## config.mk

```make
export PLATFORM = sky130hd
export DESIGN_NAME = mini_cpu_regmem_flat
export DESIGN_NICKNAME = d
export VERILOG_FILES = /design/src/rtl/mini_cpu_regmem_if.sv /design/src/rtl/mini_cpu_regmem.sv /design/src/flat_wrapper.sv
export SDC_FILE = /design/constraint.sdc
export NUM_CORES = 1
export LEC_CHECK = 0
export CAP_MARGIN = 20
export CELL_PAD_IN_SITES_DETAIL_PLACEMENT = 0
export CELL_PAD_IN_SITES_GLOBAL_PLACEMENT = 2
export CORE_UTILIZATION = 44
export CTS_CLUSTER_SIZE = 10
export DETAILED_ROUTE_END_ITERATION = 10
export PLACE_DENSITY_LB_ADDON = 0.3
export SYNTH_ARGS = -nofsm -noshare
export SYNTH_HDL_FRONTEND = slang
export SYNTH_SLANG_ARGS = --single-unit
```

## constraint.sdc

```tcl
create_clock -name clk -period 4.2 [get_ports clk]
set_input_delay 1.26 -clock clk [delete_from_list [all_inputs] [get_ports clk]]
set_output_delay 1.26 -clock clk [all_outputs]
set_load 0.02 [all_outputs]
```

## src/rtl/mini_cpu_regmem_if.sv

```systemverilog
// Operand/write-back bus between the mini-CPU datapath and its register store.
// The master (CPU datapath) drives addresses, write data and control; the
// slave (mini_cpu_regmem) returns the two registered read operands.
interface mini_cpu_regmem_if #(
  parameter int DATA_W = 16,
  parameter int ADDR_W = 4
);
  logic [DATA_W-1:0] data;
  logic [ADDR_W-1:0] addr1;
  logic [ADDR_W-1:0] addr2;
  logic [ADDR_W-1:0] dest;
  logic              we;
  logic              clear;
  logic [DATA_W-1:0] q;
  logic [DATA_W-1:0] q2;

  modport master (
    output data, addr1, addr2, dest, we, clear,
    input  q, q2
  );

  modport slave (
    input  data, addr1, addr2, dest, we, clear,
    output q, q2
  );
endinterface

```

## src/rtl/mini_cpu_regmem.sv

```systemverilog
// mini_cpu_regmem: DEPTH x DATA_W register store with one write port and two
// registered read ports (src1 -> q, src2 -> q2), plus a bulk clear used by the
// CPU CLEAR instruction. Reset is synchronous and active-high.
//
// Build option: define MINI_CPU_REGMEM_RDW_BYPASS_EN for write-first behaviour
// on a read/write collision (the new data appears on q/q2 at the same edge).
// Left undefined, collisions are read-first (the old word is returned).
// DEPTH must equal 2**ADDR_W so every address is a real word.
module mini_cpu_regmem #(
  parameter int DATA_W = 16,
  parameter int ADDR_W = 4,
  parameter int DEPTH  = 16
) (
  input logic               clk,
  input logic               rst,
  mini_cpu_regmem_if.slave  bus
);

  logic [DATA_W-1:0] mem [DEPTH];
  logic [DATA_W-1:0] rd1_next;
  logic [DATA_W-1:0] rd2_next;

  // Storage update: reset and clear wipe every word, otherwise accept a write.
  always_ff @(posedge clk) begin
    // NOTE: the array is reset word by word on purpose -- rst and clear must
    // zero the whole store, so this cannot be mapped to a reset-less RAM macro.
    if (rst || bus.clear) begin
      for (int i = 0; i < DEPTH; i++) begin
        mem[i] <= '0;
      end
    end else if (bus.we) begin
      // NOTE: non-blocking assignment keeps the read path below seeing the
      // pre-edge contents, which is exactly the read-first behaviour.
      mem[bus.dest] <= bus.data;
    end
  end

  // Read operand selection, with optional write-first forwarding on collision.
  always_comb begin
    // NOTE: defaults first so no path leaves these unassigned (no latch).
    rd1_next = mem[bus.addr1];
    rd2_next = mem[bus.addr2];
`ifdef MINI_CPU_REGMEM_RDW_BYPASS_EN
    if (bus.we && (bus.addr1 == bus.dest)) begin
      rd1_next = bus.data;
    end
    if (bus.we && (bus.addr2 == bus.dest)) begin
      rd2_next = bus.data;
    end
`else
    // Read-first: a colliding read returns the old word; the new value is
    // visible on the following read.
`endif
  end

  // Registered read ports: forced to zero on reset or clear, else one-cycle read.
  always_ff @(posedge clk) begin
    if (rst || bus.clear) begin
      bus.q  <= '0;
      bus.q2 <= '0;
    end else begin
      bus.q  <= rd1_next;
      bus.q2 <= rd2_next;
    end
  end

endmodule

```

## src/flat_wrapper.sv

```systemverilog
// flat-port wrapper written by rule: the top's interface ports become plain ports
module mini_cpu_regmem_flat 
#(
  parameter int DATA_W = 16,
  parameter int ADDR_W = 4,
  parameter int DEPTH  = 16
)
  (clk, rst, bus_data, bus_addr1, bus_addr2, bus_dest, bus_we, bus_clear, bus_q, bus_q2);
  mini_cpu_regmem_if #(.DATA_W(DATA_W), .ADDR_W(ADDR_W)) bus_i ();
  input logic clk;
  input logic rst;
  input wire logic [$bits(bus_i.data)-1:0] bus_data;
  input wire logic [$bits(bus_i.addr1)-1:0] bus_addr1;
  input wire logic [$bits(bus_i.addr2)-1:0] bus_addr2;
  input wire logic [$bits(bus_i.dest)-1:0] bus_dest;
  input wire logic [$bits(bus_i.we)-1:0] bus_we;
  input wire logic [$bits(bus_i.clear)-1:0] bus_clear;
  output wire logic [$bits(bus_i.q)-1:0] bus_q;
  output wire logic [$bits(bus_i.q2)-1:0] bus_q2;
  assign bus_i.data = bus_data;
  assign bus_i.addr1 = bus_addr1;
  assign bus_i.addr2 = bus_addr2;
  assign bus_i.dest = bus_dest;
  assign bus_i.we = bus_we;
  assign bus_i.clear = bus_clear;
  assign bus_q = bus_i.q;
  assign bus_q2 = bus_i.q2;
  mini_cpu_regmem #(.DATA_W(DATA_W), .ADDR_W(ADDR_W), .DEPTH(DEPTH)) u_core (.clk(clk), .rst(rst), .bus(bus_i));
endmodule
```

==> results of run 1 <==
-- registers in the layout (all words and copies together) (netlist names) --
signal,count
u_core.bus.q,16
u_core.bus.q2,16
u_core.mem,256
-- worst max-delay path, stage by stage --
cell and delay, ns:
clkdlybuf4s50_1 0.48, or2_1 0.44, or4b_4 0.70, o21ai_1 0.37, buf_4 0.29
-- cells in the final DEF, fill, tap and decap left out, drive strengths merged --
| master | Yosys | final |
|---|---|---|
| or4b | 1 | 1 |
| or2 | 1 | 1 |
| buf | 24 | 76 |
| clkdlybuf4s50 | 0 | 59 |
| a211oi | 14 | 14 |
| nor2 | 15 | 15 |
| o211ai | 23 | 23 |
| nor3 | 6 | 6 |
| clkbuf | 64 | 59 |
| o21ai | 12 | 12 |
| a32oi | 23 | 23 |
| nand4 | 25 | 25 |
| and2 | 261 | 261 |
| dfxtp | 32 | 32 |
| edfxtp | 256 | 256 |
| nand4b | 2 | 2 |
| nand3 | 4 | 4 |
| mux2i | 61 | 61 |
| nand2b | 6 | 6 |
| nor2b | 10 | 10 |
| clkinv | 0 | 2 |
| mux4 | 101 | 101 |
| nand2 | 71 | 71 |
| a22oi | 4 | 4 |
| nand3b | 2 | 2 |
-- per-layer routing --
layer,wire length (um),GRT usage
met5,0,0
met2,20600,0.431
met4,1310,0.0853
met1,18100,0.365
met3,3110,0.0374
-- worst max path at each step --
stage	to	slack [ns]	cells after the start
after global placement	u_core.mem[2][13]$_SDFFCE_PN0P_	0.43	5
after global routing	u_core.mem[2][14]$_SDFFCE_PN0P_	0.82	5
after floorplan	u_core.mem[2][0]$_SDFFCE_PN0P_	0.32	5
after detailed placement	u_core.mem[2][5]$_SDFFCE_PN0P_	0.37	5
final	u_core.mem[2][14]$_SDFFCE_PN0P_	0.85	5
after CTS	u_core.mem[2][14]$_SDFFCE_PN0P_	0.87	5
-- final cells by class --
type	instances	area (sq um)
fillers	2780	15600
flip-flops and latches	288	8330
multi-input cells	642	5860
repair buffers	135	1190
clock buffers	59	1010
well taps	442	553
clock inverters	2	8.76
-- report_power, final --
part | switching (mW) | internal (mW) | leakage, nW
clock | 1.13 | 1.62 | 0.487
combinational | 0.391 | 0.301 | 2.68
sequential | 0.0745 | 3.27 | 3.05
total | 1.60 | 5.20 | 6.22
-- kinds of logic after synthesis --
family | after synthesis | share of synthesized area
flip-flops | 288 | 0.573
AND/OR/NAND/NOR | 404 | 0.162
AO/OA/AOI/OAI | 76 | 0.0392
buffers and inverters | 88 | 0.0271
multiplexers | 162 | 0.199
-- through the flow --
stage                     worst slack, ns  hold WS, ns   util
after floorplan                     0.315        0.625      -
after global placement              0.426        0.687  0.489
after detailed placement            0.368        0.696  0.489
after CTS                           0.870        0.706  0.521
after global routing                0.816        0.773  0.521
final                               0.850        0.699  0.521
==> impl_metrics.json, run 1 <==
{
  "worstHoldStart": "u_core.mem[8][6]$_SDFFCE_PN0P_",
  "design_area_sq_um": 17000,
  "synth_cell_types": 29,
  "worst-r2r-setup-slack_ns": 2.65,
  "design.die.area_sq_um": 33700,
  "gp_routability_congestion": 0.838,
  "ys_seq_elements": 288,
  "tritoncts": "built",
  "rr_startpoint": "u_core.mem[0][9]$_SDFFCE_PN0P_",
  "clk_path_buf_depth": 3,
  "port-buffer-count": 63,
  "worstSetupStartpoint": "bus_clear",
  "ir_worst_vdd_v": 0.000302,
  "max_slew_margin": 0.488,
  "totalWireLength_mm": 43.1,
  "synth_top_area_frac": 0.529,
  "power_leakage_nw": 6.22,
  "htreeDepth": 2,
  "synthCells": 1018,
  "synth.yosys.seq_area_share": 0.573,
  "total_power_mw": 6.79,
  "dieWidth_um": 184,
  "finalNonFillerCells": 1568,
  "synth-async-reset-ratio": 0,
  "crit_fanout": 13,
  "synth_edf_count": 256,
  "top_level_ports": 64,
  "number_of_stages_on_the_worst_hold_path": 4,
  "dp_hpwl_mm": 28.9,
  "path_clk_slew_ns": 0.06,
  "fin_setup_tns_ns": 0,
  "slew_viol_final": 0,
  "design.final.nets": 1134,
  "post_cts_buffers": 0,
  "cts_resized": 0,
  "dp.cells": 1506,
  "grt_first_pass_wirelength_mm": 63.0,
  "die_h_um": 184,
  "layout-drive-gt1-share": 0.207,
  "grt_setup_unrepaired": "no",
  "report.final.setup_viol": 0,
  "cap_violations": 0,
  "largest_area_contributor_in_the_synthesized_netlist": "edfxtp_1",
  "grt.overflow.total": 0,
  "count_of_hold_fix_buffers_inserted_at_cts": 0,
  "drc": 0,
  "route.vias.total": 9260,
  "synth.net_count": 1050,
  "routed_via_density": 5.91,
  "via_count_of_the_first_global_routing_pass": 9334,
  "layout-area-overhead-vs-synth_pct": 16.7,
  "cp-end-kind": "register",
  "reg2reg_depth": 4,
  "grt_max_degree": 55,
  "number_of_drc_violations_after_detailed_routing_iteration_0": 979,
  "postSynth.topFlopCell": "edfxtp_1",
  "post_synth_most_frequent_cells": "and2_1, edfxtp_1, mux4_2",
  "final_hold_viol_count": 0,
  "core.rowCount": 66,
  "worst_ep_required_time_ns": 4.40,
  "drt.antenna.violating_nets": 0,
  "timing_worst_slew_pin_value_ns": 0.765,
  "finalWorstPathRequiredPeriod_ns": 3.35,
  "first_pass_iters": 6,
  "route.detailed.wl_per_inst_um": 27.5,
  "powerDensity_nw_per_um2": 401,
  "timing_worst_setup_path_type": "in2reg",
  "cts_made_buffers": 35,
  "syn_area_per_cell_sq_um": 14.3,
  "upper_clock_frequency_limit_mhz": 298,
  "floorplan.core_area_sq_um": 32500,
  "hp-class": "reg2reg",
  "start_util": 0.446,
  "grtUsageTotal": 0.264,
  "yosys_warnings": 0,
  "critical_path.reg2reg.endpoint": "u_core.bus.q2[9]$_SDFF_PP0_",
  "synth_top_cells_by_area": "edfxtp_1, mux4_2, and2_1",
  "finalClockSkew_ns": 0.0124,
  "final_cycle_utilization_of_the_critical_path": 0.798,
  "post_dp_cell_area_sq_um": 15900,
  "start_kind": "input port",
  "grt_antenna_before_repair": 0,
  "post-synth-top-count-cell": "and2_1",
  "synth_area_sq_um": 14500,
  "numClockSinks": 288,
  "root_buffer": "clkbuf_16",
  "clk-insertion-delay-late_ns": 0.51,
  "antenna-diode-count": 0,
  "worst_hold_path.endpoint": "u_core.bus.q2[6]$_SDFF_PP0_",
  "run_status": "finished clean",
  "worstPathArrival_ns": 3.55
}
No activity file was read; power rests on OpenSTA's default activity.
==> inputs of run 2 (changes only) <==
CORE_UTILIZATION = 40   (was 44)
clock period = 2.69 ns   (was 4.2 ns; I/O delays follow)
==> run 2 against run 1 <==
Clock power grew 61%. Routed wire length shrank 2.4%. First-iteration DRC count shrank 20%. Critical path depth grew 2. Global-route usage shrank 2.9 points. Worst setup slack lost 0.57 ns. Critical endpoint is now u_core.mem[1][13]$_SDFFCE_PN0P_. Largest cell class unchanged. Die area grew 9.9%. Utilization shrank 2.6 points.
==> impl_metrics.json, run 2 (same netlist as run 1, synthesis figures left out) <==
{
  "run_status": "finished clean",
  "clk-insertion-delay-late_ns": 0.52,
  "grt_antenna_before_repair": 1,
  "drt.antenna.violating_nets": 0,
  "number_of_drc_violations_after_detailed_routing_iteration_0": 785,
  "slew_viol_final": 0,
  "timing.critical_path.slowest_stage_cell": "or4b_4",
  "ir_worst_vdd_v": 0.000334,
  "grtUsageMet1": 0.314,
  "gr-max-usage-layer": "met2",
  "design.die.area_sq_um": 37100,
  "cts_made_buffers": 36,
  "top_level_ports": 64,
  "worst-r2r-setup-slack_ns": 1.10,
  "final_core_utilization": 0.495,
  "cp-end-kind": "register",
  "tritoncts": "built",
  "worstHoldStart": "u_core.mem[12][15]$_SDFFCE_PN0P_",
  "numClockSinks": 288,
  "power_leakage_nw": 6.56,
  "first_pass_iters": 5,
  "timing.critical_path.max_delay_family": "simple AND/OR/NAND/NOR gates",
  "routed_via_density": 5.56,
  "via_count_of_the_first_global_routing_pass": 9229,
  "root_buffer": "clkbuf_16",
  "layout-drive-gt1-share": 0.245,
  "crit_path_cell_trace": "clkdlybuf4s50_1, or2_1, or4b_4, buf_4, buf_4, nor2_4, and2_1",
  "die_h_um": 193,
  "layout-area-overhead-vs-synth_pct": 21.5,
  "drc": 0,
  "grtUsageMet3": 0.0469,
  "timing.hold.ws_ns": 0.706,
  "antenna-diode-count": 0,
  "worstSetupStartpoint": "bus_clear",
  "grt.overflow.total": 0,
  "final_cycle_utilization_of_the_critical_path": 0.894,
  "port-buffer-count": 63,
  "critical_path.n_buffers_inverters": 3,
  "htreeDepth": 2,
  "gp_routability_congestion": 0.837,
  "upper_clock_frequency_limit_mhz": 416,
  "final_hold_viol_count": 0,
  "layout.cells.most_common": "and2_1",
  "post_cts_buffers": 0,
  "fillCellCount": 3031,
  "grtUsageTotal": 0.236,
  "registers.top_by_ff_count": "u_core.mem",
  "grt_setup_unrepaired": "no",
  "design.final.nets": 1182,
  "path_clk_slew_ns": 0.05,
  "cap_violations": 0,
  "route.vias.total": 9092,
  "crit_fanout": 16,
  "dp_hpwl_mm": 31.1,
  "grt_max_degree": 44,
  "layout.cells.most_common_list": "and2_1, edfxtp_1, mux4_2",
  "grt_first_pass_wirelength_mm": 60.9,
  "biggestRegsByFlops": "u_core.mem (256), u_core.bus.q2 (16), u_core.bus.q (16)",
  "cts_resized": 0,
  "cpMostUsedCell": "buf_4",
  "start_util": 0.407,
  "route.detailed.wl_per_inst_um": 25.7,
  "floorplan.core_area_sq_um": 35700,
  "timing_worst_slew_pin_value_ns": 0.741,
  "finalClockSkew_ns": 0.00931,
  "dieWidth_um": 193,
  "worstPathArrival_ns": 2.78,
  "clk_path_buf_depth": 3,
  "count_of_hold_fix_buffers_inserted_at_cts": 0,
  "largest_reg_flops": 256,
  "total_power_mw": 10.8,
  "finalWorstPathRequiredPeriod_ns": 2.41,
  "worst_ep_required_time_ns": 3.07,
  "max_slew_margin": 0.504,
  "rr_startpoint": "u_core.mem[0][1]$_SDFFCE_PN0P_",
  "start_kind": "input port",
  "totalWireLength_mm": 42.1,
  "core.rowCount": 69,
  "powerDensity_nw_per_um2": 614,
  "critPathMaxStageDelay_ns": 0.60,
  "timing_worst_setup_path_type": "in2reg",
  "global_route.usage.met2": 0.380,
  "hp-class": "reg2reg",
  "report.final.setup_viol": 0
}
[run 2: cell count changes in the layout (fill, tap and decap cells not counted), sizes merged]
| cell | before | now |
|---|---|---|
| clkinv | 2 | 1 |
| clkbuf | 59 | 61 |
| clkinvlp | 0 | 1 |
| buf | 76 | 123 |
[run 2: area by class of cell]
class	count	area, sq um	share of cell area
clock buffers	61	1070	0.0604
clock inverters	2	12.5	0.000709
repair buffers	182	1780	0.101
multi-input cells	642	5870	0.333
flip-flops and latches	288	8330	0.472
well taps	461	577	0.0327
[run 2: worst paths after layout]
| path | endpoint | cells after the start |
|---|---|---|
| setup / recovery | u_core.mem[1][13]$_SDFFCE_PN0P_ | 7 |
| hold reg to reg | u_core.bus.q2[15]$_SDFF_PP0_ | 4 |
| hold / removal | u_core.bus.q2[15]$_SDFF_PP0_ | 4 |
| setup reg to reg | u_core.bus.q2[1]$_SDFF_PP0_ | 5 |
[run 2: worst min-delay path: stages (launching register included)]
cell	delay, ns
edfxtp_1	0.34
mux2i_1	0.07
nand2_1	0.08
nand4_1	0.09
o211ai_1	0.09
[run 2: metal layers]
layer  vias to the layer above  wire (um)
met2                       310      20100
li1                       4136          -
met5                         -         13
met3                        76       2720
met1                      4568      17800
met4                         2       1450
[run 2: where the power goes]
group          total, mW  internal, mW  switching (mW)  leakage (nW)
clock               4.45          2.68            1.77         0.518
sequential          5.23          5.11           0.128          3.05
combinational       1.15         0.539           0.613          2.99
total               10.8          8.32            2.52          6.56
[run 2: per-stage QoR]
stage	std cells	setup TNS [ns]	instance area [sq um]	setup WS, ns
finish	1636	0	17600	0.284
CTS	1636	0	17600	0.303
detailed placement	1573	-23.56	16600	-0.230
floorplan	1018	-54.46	14500	-0.410
global route	1636	0	17600	0.212
global placement	1573	-21.16	16600	-0.221
==> inputs of run 3 (changes only) <==
CORE_MARGIN = 2   (was default)
==> run 3 against run 2 <==
Combinational power hardly changed. Fmax is 2.2% higher. Count of clock-buffer cells in the layout rose by 1. Global-route usage shrank 1.2 points. First-iteration DRC count down 3.1%. Clock skew up 0.0057 ns. Critical path type unchanged. Final cell count fell by 0.67%. Clock power shrank 0.9%. Sequential share of layout area about the same. Via count decreased by 0.45%.
==> impl_metrics.json, run 3 (same netlist as run 1, synthesis figures left out) <==
{
  "report.final.setup_viol": 0,
  "gp_routability_congestion": 0.884,
  "first_pass_iters": 5,
  "tritoncts": "built",
  "grt_antenna_before_repair": 0,
  "cts_resized": 0,
  "routed_via_density": 5.57,
  "registers.top_by_ff_count": "u_core.mem",
  "design.die.area_sq_um": 37800,
  "floorplan.core_area_sq_um": 35700,
  "cp-end-kind": "register",
  "finalClockSkew_ns": 0.0150,
  "start_util": 0.407,
  "worstHoldStart": "u_core.mem[12][3]$_SDFFCE_PN0P_",
  "biggestRegsByFlops": "u_core.mem (256), u_core.bus.q2 (16), u_core.bus.q (16)",
  "final_hold_viol_count": 0,
  "layout-area-overhead-vs-synth_pct": 21.5,
  "dp_hpwl_mm": 30.1,
  "top_level_ports": 64,
  "core.rowCount": 69,
  "post_dp_cell_area_sq_um": 16600,
  "timing.hold.ws_ns": 0.704,
  "rr_startpoint": "u_core.mem[1][1]$_SDFFCE_PN0P_",
  "grtUsageTotal": 0.224,
  "route.detailed.wl_per_inst_um": 25.7,
  "number_of_drc_violations_after_detailed_routing_iteration_0": 761,
  "dp.cells": 1561,
  "grt_max_degree": 31,
  "crit_fanout": 5,
  "totalWireLength_mm": 41.8,
  "cts_made_buffers": 35,
  "worst_ep_required_time_ns": 2.93,
  "path_clk_slew_ns": 0.05,
  "final_core_utilization": 0.495,
  "start_kind": "input port",
  "critical_path.n_buffers_inverters": 3,
  "route.vias.total": 9051,
  "worstPathArrival_ns": 2.59,
  "layout.cells.most_common": "and2_1",
  "drc": 0,
  "grt_first_pass_wirelength_mm": 61.2,
  "timing_worst_slew_pin_value_ns": 0.713,
  "design_area_sq_um": 17600,
  "power_leakage_nw": 6.54,
  "hp-class": "reg2reg",
  "slew_viol_final": 0,
  "drt.antenna.violating_nets": 0,
  "layout.cells.most_common_list": "and2_1, edfxtp_1, mux4_2",
  "crit_path_cell_trace": "clkdlybuf4s50_1, or2_1, or4b_4, buf_12, o21ai_4, buf_4",
  "finalNonFillerCells": 1625,
  "fillCellCount": 3060,
  "run_status": "finished clean",
  "root_buffer": "clkbuf_16",
  "antenna-diode-count": 0,
  "timing_worst_setup_path_type": "in2reg",
  "count_of_hold_fix_buffers_inserted_at_cts": 0,
  "port-buffer-count": 63,
  "grt_setup_unrepaired": "no",
  "clk-insertion-delay-late_ns": 0.53,
  "finalWorstPathRequiredPeriod_ns": 2.35,
  "timing.critical_path.max_delay_family": "simple AND/OR/NAND/NOR gates",
  "fin_setup_tns_ns": 0,
  "die_h_um": 195,
  "max_slew_margin": 0.523,
  "powerDensity_nw_per_um2": 612,
  "largest_reg_flops": 256,
  "upper_clock_frequency_limit_mhz": 425,
  "numClockSinks": 288,
  "design.final.nets": 1169,
  "final-seq-area_sq_um": 8330,
  "clk_path_buf_depth": 3,
  "final_cycle_utilization_of_the_critical_path": 0.875,
  "layout-drive-gt1-share": 0.235,
  "via_count_of_the_first_global_routing_pass": 9184,
  "cap_violations": 0,
  "timing.critical_path.slowest_stage_cell": "or4b_4",
  "post_cts_buffers": 0,
  "critPathMaxStageDelay_ns": 0.61,
  "grt.overflow.total": 0,
  "dieWidth_um": 195,
  "multi_input_gate_area_sq_um": 5870,
  "ir_worst_vdd_v": 0.000415,
  "worstSetupStartpoint": "bus_clear",
  "htreeDepth": 2
}
-- run 3: changes by cell type in the layout (fill, tap and decap cells not counted), sizes merged --
cell / previous run / this run
clkbuf: 61 / 62
clkinvlp: 1 / 0
inv: 0 / 1
buf: 123 / 111
-- run 3: final timing paths --
check                                                 endpoint  slack, ns  cells past startpoint
worst max register to register     u_core.bus.q2[1]$_SDFF_PP0_       1.13                      5
worst min-delay path               u_core.bus.q2[3]$_SDFF_PP0_       0.70                      4
worst max-delay path            u_core.mem[2][2]$_SDFFCE_PN0P_       0.34                      6
worst min register to register     u_core.bus.q2[3]$_SDFF_PP0_       0.70                      4
-- run 3: per-layer routing --
metal / vias to the layer above / track usage / part of all wire
met4: 0 / 0.0618 / 0.020
met2: 249 / 0.366 / 0.48
li1: 4130 / - / -
met1: 4614 / 0.311 / 0.44
met5: - / 0 / 0
met3: 58 / 0.0375 / 0.060
-- run 3: per-stage QoR --
| step | power, mW | setup WS [ns] |
|---|---|---|
| 2_1_floorplan | 5.92 | -0.410 |
| 3_3_place_gp | 6.46 | -0.207 |
| 3_5_place_dp | 6.48 | -0.201 |
| 4_1_cts | 10.9 | 0.341 |
| 5_1_grt | 11.1 | 0.249 |
| 6_report | 10.8 | 0.336 |
-- run 3: where the power goes --
part | total [mW] | switching, mW | internal [mW]
sequential | 5.22 | 0.119 | 5.10
combinational | 1.17 | 0.623 | 0.544
clock | 4.41 | 1.80 | 2.61
total | 10.8 | 2.54 | 8.26
-- run 3: area by class of cell --
cell class	count	share of cell area
Sequential cell	288	0.472
Multi-Input combinational cell	642	0.333
Tap cell	461	0.0327
Clock buffer	62	0.0588
Clock inverter	2	0.00142
Timing Repair Buffer	170	0.102
-- run 3: worst register-to-register path, stage by stage, from the launching register on --
cell	delay (ns)
edfxtp_1	0.41
mux4_2	0.46
nor2b_1	0.14
a211oi_1	0.21
a211oi_1	0.08
buf_4	0.16
